`src/rtl/instruction_fetch.sv`:
```
// Instruction fetch stage: owns the PC, reads the 128-word instruction memory and
// fills the IF/ID register, with redirect, stall, zero-penalty j and halt handling.
module instruction_fetch #(
  parameter int unsigned           ADDR_W   = 7,
  parameter logic [ADDR_W-1:0]     RESET_PC = '0,
  parameter logic [5:0]            HALT_OP  = 6'b111111
) (
  input  logic              clk,
  input  logic              reset,
  output logic [ADDR_W-1:0] im_readAddr,
  input  logic [31:0]       instruction,
  input  logic              stall,
  input  logic              redirect,
  input  logic [ADDR_W-1:0] redirect_pc,
  output logic [31:0]       if_id_instr,
  output logic [ADDR_W-1:0] if_id_pc,
  output logic [ADDR_W-1:0] if_id_pc_plus1,
  output logic              if_id_valid,
  output logic              halted
);

  typedef enum logic {RUN, HALT} state_t;

  state_t            state, state_d;
  logic [ADDR_W-1:0] pc, pc_d;
  logic [31:0]       instr_d;
  logic [ADDR_W-1:0] if_pc_d;
  logic              valid_d;

  logic              is_j;
  logic              is_halt;
  logic [ADDR_W-1:0] j_target;
  logic              unused_bits;

  assign is_j        = (instruction[31:26] == 6'b000010);
  assign is_halt     = (instruction[31:26] == HALT_OP);
  assign j_target    = instruction[ADDR_W-1:0];
  assign unused_bits = ^instruction[25:ADDR_W];

  assign im_readAddr    = pc;
  assign halted         = (state == HALT);
  assign if_id_pc_plus1 = if_id_pc + ADDR_W'(1);

  always_ff @(posedge clk or posedge reset) begin
    if (reset) begin
      pc          <= RESET_PC;
      state       <= RUN;
      if_id_instr <= '0;
      if_id_pc    <= '0;
      if_id_valid <= 1'b0;
    end else begin
      pc          <= pc_d;
      state       <= state_d;
      if_id_instr <= instr_d;
      if_id_pc    <= if_pc_d;
      if_id_valid <= valid_d;
    end
  end

  // Priority: redirect > stall > HALT bubbles > halt word > j > sequential.
  always_comb begin
    pc_d    = pc;
    state_d = state;
    instr_d = if_id_instr;
    if_pc_d = if_id_pc;
    valid_d = if_id_valid;
    if (redirect) begin
      pc_d    = redirect_pc;
      state_d = RUN;
      instr_d = '0;
      valid_d = 1'b0;
    end else if (!stall) begin
      if (state == HALT) begin
        instr_d = '0;
        valid_d = 1'b0;
      end else begin
        instr_d = instruction;
        if_pc_d = pc;
        valid_d = 1'b1;
        if (is_halt) begin
          state_d = HALT;
        end else if (is_j) begin
          pc_d = j_target;
        end else begin
          pc_d = pc + ADDR_W'(1);
        end
      end
    end
  end

endmodule

```
`config.mk`:
```
export PLATFORM = sky130hd
export DESIGN_NAME = instruction_fetch
export DESIGN_NICKNAME = d
export VERILOG_FILES = /design/src/rtl/instruction_fetch.sv
export SDC_FILE = /design/constraint.sdc
export NUM_CORES = 1
export LEC_CHECK = 0
export BUFFER_PORTS_ARGS = -buffer_cell sky130_fd_sc_hd__buf_2
export CORE_UTILIZATION = 50
export DETAILED_ROUTE_END_ITERATION = 10
export HOLD_SLACK_MARGIN = 0.08
export PLACE_DENSITY = 0.85
export SETUP_SLACK_MARGIN = 0.4
export SLEW_MARGIN = 15
export SYNTH_ARGS = -nofsm -noshare
export SYNTH_HDL_FRONTEND = slang
export SYNTH_SLANG_ARGS = --single-unit
```
`constraint.sdc`:
```
create_clock -name clk -period 3.7 [get_ports clk]
set_input_delay 0.37 -clock clk [delete_from_list [all_inputs] [get_ports clk]]
set_output_delay 0.37 -clock clk [all_outputs]
set_load 0.02 [all_outputs]
```
Word-level counts from Yosys, hierarchy flattened --
Index checks and enable logic that the tools add are counted.
Cells by class: add/subtract/negate cells 2, $mul 0, divide/modulo/power cells 0, order comparisons 0, eq/ne operators 5, shift operators 0, multiplexer cells 15, bitwise operators 3, reduce and logical (&&, ||, !) cells 2
Operators with widths (count):
- $mux 32 | 3
- $mux 7 | 5
- $add 7x1->7 const B | 2
- $mux 1 | 7
- $eq 6x2->1 const B | 1
- $eq 6x6->1 const B | 1
- $reduce_and 3->1 | 2
- $ne 2x2->1 const B | 2
- $not 1->1 | 3
- $ne 2x1->1 const B | 1
Word-level totals: bits in registers 48, latch bits 0, memory bits (writable) 0, memory bits (read-only) 0, output and inout port bits 55, word-level logic and storage cells 32, memories 0

Logic depth before layout (Yosys ltp) --
depth after elaboration 6, mapped depth 6, mapped depth without buffers 6

Least setup slack after synthesis --
No wires, ideal clock.
path type register -> register, start point reg pc[0], in the netlist im_readAddr[0], end point reg pc[6], in the netlist im_readAddr[6], library setup time 121 ps, arrival 1516 ps, setup slack 2063 ps, stages on the path, launching flop included 7, path through dfrtp_1 -> ha_1 -> and3_1 -> and3_1 -> o221ai_1 -> o21ai_0 -> a22o_1
On the way: cells in the longest elaborated chain, start to end 6
RTL lines:
- start: declaration | RTL line 25 | logic [ADDR_W-1:0] pc, pc_d;
- start signal: assignment | RTL line 52 | pc <= pc_d;
- $add 7x1->7 | RTL line 85 | pc_d = pc + ADDR_W'(1);
- $mux 7 | RTL line 82 | end else if (is_j) begin
- $mux 7 | RTL line 80 | if (is_halt) begin
- $mux 7 | RTL line 73 | if (state == HALT) begin
- $mux 7 | RTL line 72 | end else if (!stall) begin
- $mux 7 | RTL line 67 | if (redirect) begin
No other way between the ends. The select of a mux whose other input is x is not followed. A chain may end at the register's enable or synchronous reset.

Worst setup path after layout --
start point reg if_id_pc[3], end point out if_id_pc_plus1[6]
On the way: cells in the longest elaborated chain, start to end 1
RTL lines:
- start: declaration | RTL line 16 | output logic [ADDR_W-1:0] if_id_pc,
- start signal: assignment | RTL line 55 | if_id_pc <= if_pc_d;
- $add 7x1->7 | RTL line 42 | assign if_id_pc_plus1 = if_id_pc + ADDR_W'(1);
- end: declaration | RTL line 17 | output logic [ADDR_W-1:0] if_id_pc_plus1,
No other way between the ends.

==> summary.txt <==
Pwr
  • P_leak: 1.493 nW
  • Sw Share: 0.3126
  • Sequential Power Share: 0.475
  • Comb power frac: 0.236
  • Max IR drop VDD: 0.2568 mV
  • Clock share of power: 0.289
  • Internal power: 893.6 uW
  • Net Sw Power: 406.4 uW
  • Pwr Density: 469.5 nW/um^2

Placement
  • Placed instance area: 2658 sq um
  • Post-DP HPWL: 3.564 mm
  • I/O Buffers: 97
  • DP Worst Slack: 1861 ps
  • Routability cong.: 0.8070

Detailed routing
  • # DRC: 0
  • DRT iter0 DRCs: 93
  • Final wirelength: 4.948 mm
  • Post-DR vias/cell: 5.639
  • Post-DRT Antenna Nets: 0
  • Wirelength per Cell: 15.41 um
  • Drt pass-1 iters: 6
  • Total number of vias: 1810

STA
  • Rel. slew slack: 0.3650
  • Setup TNS: 0 ps
  • Final min period: 1784 ps
  • Max-slew violation count: 0
  • Final WS setup: 1916 ps
  • WHS: 271.3 ps
  • Fmax: 560.5 MHz
  • RSZ-0062 raised after global routing: false
  • Final period util: 0.4822
  • Setup-failing EPs final: 0
  • Setup Skew: 6.312 ps
  • Worst slew pin tran: 951.1 ps
  • Final hold vios: 0

Die
  • Top Ports: 98
  • Initial core utilization: 0.5273
  • Die Span Y: 67.42 um
  • Die width: 67.42 um
  • # rows: 23
  • Core ar.: 4058 sq um
  • Die area: 4545 sq um

CTS
  • Clk_lat worst skew: 300 ps
  • Post-CTS sizing: 0
  • Hold_buf cts: 0
  • TritonCTS clock tree: built
  • Sink Count: 48
  • CTS root buf: clkbuf_8
  • H-tree depth: 2
  • CTS Buf Count: 5
  • CTS max path bufs: 2
  • Post-CTS Setup Inserts: 0
  • Clock slew at reported path FFs: 90 ps

Finish
  • Most common cell after layout, fill and taps aside: buf_2
  • Fin nets: 315
  • N_diodes: 0
  • Area growth syn-to-layout: 29.42%
  • Most frequent cells in the layout: 97 x buf_2, 48 x dfrtp_1, 33 x a22o_1, 10 x nor2_1, 9 x mux2_2
  • Fin area: 2769 sq um
  • Ratio of cells with drive above 1 in the final layout: 0.4723

Worst setup path
  • WS Path Type: reg2out
  • Worst EP required: 3330 ps
  • Number of cells on the worst reg-to-reg path: 6
  • Worst setup SP type: register
  • Worst path bufs/invs: 1
  • Worst path arrival time: 1410 ps
  • Top delay family on crit path: flip-flops
  • Max incr delay on CP: 460 ps
  • Crit path depth: 4
  • CP endpoint kind: primary output
  • Crit path max fanout: 5
  • CP max-delay cell: dfrtp_1
  • R2R setup slack: 1970 ps
  • Worst path cell trace: and3_1 -> nand3_1 -> xnor2_1 -> buf_2

Synthesis
  • Syn. warnings: 0
  • Yosys reg bits: 48
  • Syn_nets: 219
  • Asr flop ratio synth: 1.000
  • Cell Area, Synth: 2140 sq um
  • Number of synthesized flops with an enable pin: 0
  • Synth Instances: 174
  • Seq/Total Area, Yosys: 0.5614
  • Syn avg cell area: 12.30 sq um
  • Cell variety after synth: 37
  • Synth Flop Type: dfrtp_1

Status
  • Status: completed

Global routing
  • Largest net degree at the start of global routing: 49
  • First-pass GRT wire length: 7.686 mm
  • Grt total ovfl: 0
  • Vias in the first global route: 1610
  • Total GRT Usage: 0.2284
  • Antenna violations before repair: 0

Hold path
  • Hold WC Path Type: in2async

Run
  • Max-cap violation count: 0
==> routing by layer <==
metal	GRT usage	routed length, um
met3	0.03378	224
met4	0.09309	77
met2	0.3475	2388
met1	0.3257	2257
met5	0	0
==> area by class of cell <==
class | instances | area, sq um
inverters | 3 | 11.26
clock buffers | 5 | 68.82
well taps | 50 | 62.56
fillers | 306 | 1289
clock inverters | 3 | 42.54
flip-flops and latches | 48 | 1201
multi-input cells | 113 | 882.1
repair buffers | 99 | 500.5
==> state kept, by name (all words and copies together) (netlist names) <==
signal,cells
if_id_valid,1
im_readAddr,7
if_id_instr,32
if_id_pc,7
halted,1
==> path summary, 6_finish.rpt <==
kind | start | to
setup / recovery | if_id_pc[3] | if_id_pc_plus1[6]
hold / removal | reset | if_id_instr[12]
setup reg to reg | im_readAddr[0] | im_readAddr[6]
hold reg to reg | if_id_valid | if_id_valid
max in group asynchronous | reset | if_id_pc[4]
min in group clk | redirect_pc[0] | im_readAddr[0]
==> per-stage QoR <==
step | util | cells | power (mW)
global placement | 0.6549 | 313 | 0.9259
floorplan | - | 174 | 0.8159
finish | 0.6824 | 321 | 1.300
global route | 0.6824 | 321 | 1.362
detailed placement | 0.6549 | 313 | 0.9351
CTS | 0.6824 | 321 | 1.307
==> worst register-to-register path: stages, from the launching register on <==
cell	delay [ps]
dfrtp_1	480
ha_1	270
and3_1	200
and3_1	200
o221ai_1	160
o21ai_0	110
a22o_1	200
==> Yosys cell counts (4+ instances only) <==
master   instances  area [sq um]
dfrtp_1         48          1201
o21ai_0          5         25.02
xnor2_1          4         35.03
nand2_1          6         22.52
a22o_1          33         289.0
nor2_1          10         37.54
mux2_2           9         101.4
nor2b_1          4         25.02
buf_2            7         35.03
nand3_1          7         35.03
and3_1           4         25.02
==> kinds of logic (layout without fill, tap and decap cells) <==
logic type,count (synthesis),in the layout,share of synthesized area
AOI/OAI and AO/OA,54,54,0.2059
DFF,48,48,0.5614
and+or+nand+nor,40,40,0.1093
buffers and inverters,13,110,0.03041
muxes,11,11,0.05673
xor gates and xnor gates,6,6,0.02456
adders and majority gates,2,2,0.01169
==> power by group through the flow <==
stage	clock network (mW)	registers, mW	logic [mW]
finish	0.376	0.617	0.307
CTS	0.380	0.617	0.311
global route	0.399	0.625	0.338
detailed placement	0	0.626	0.309
global placement	0	0.624	0.302
floorplan	0	0.674	0.142
No activity file was read; power rests on OpenSTA's default activity.
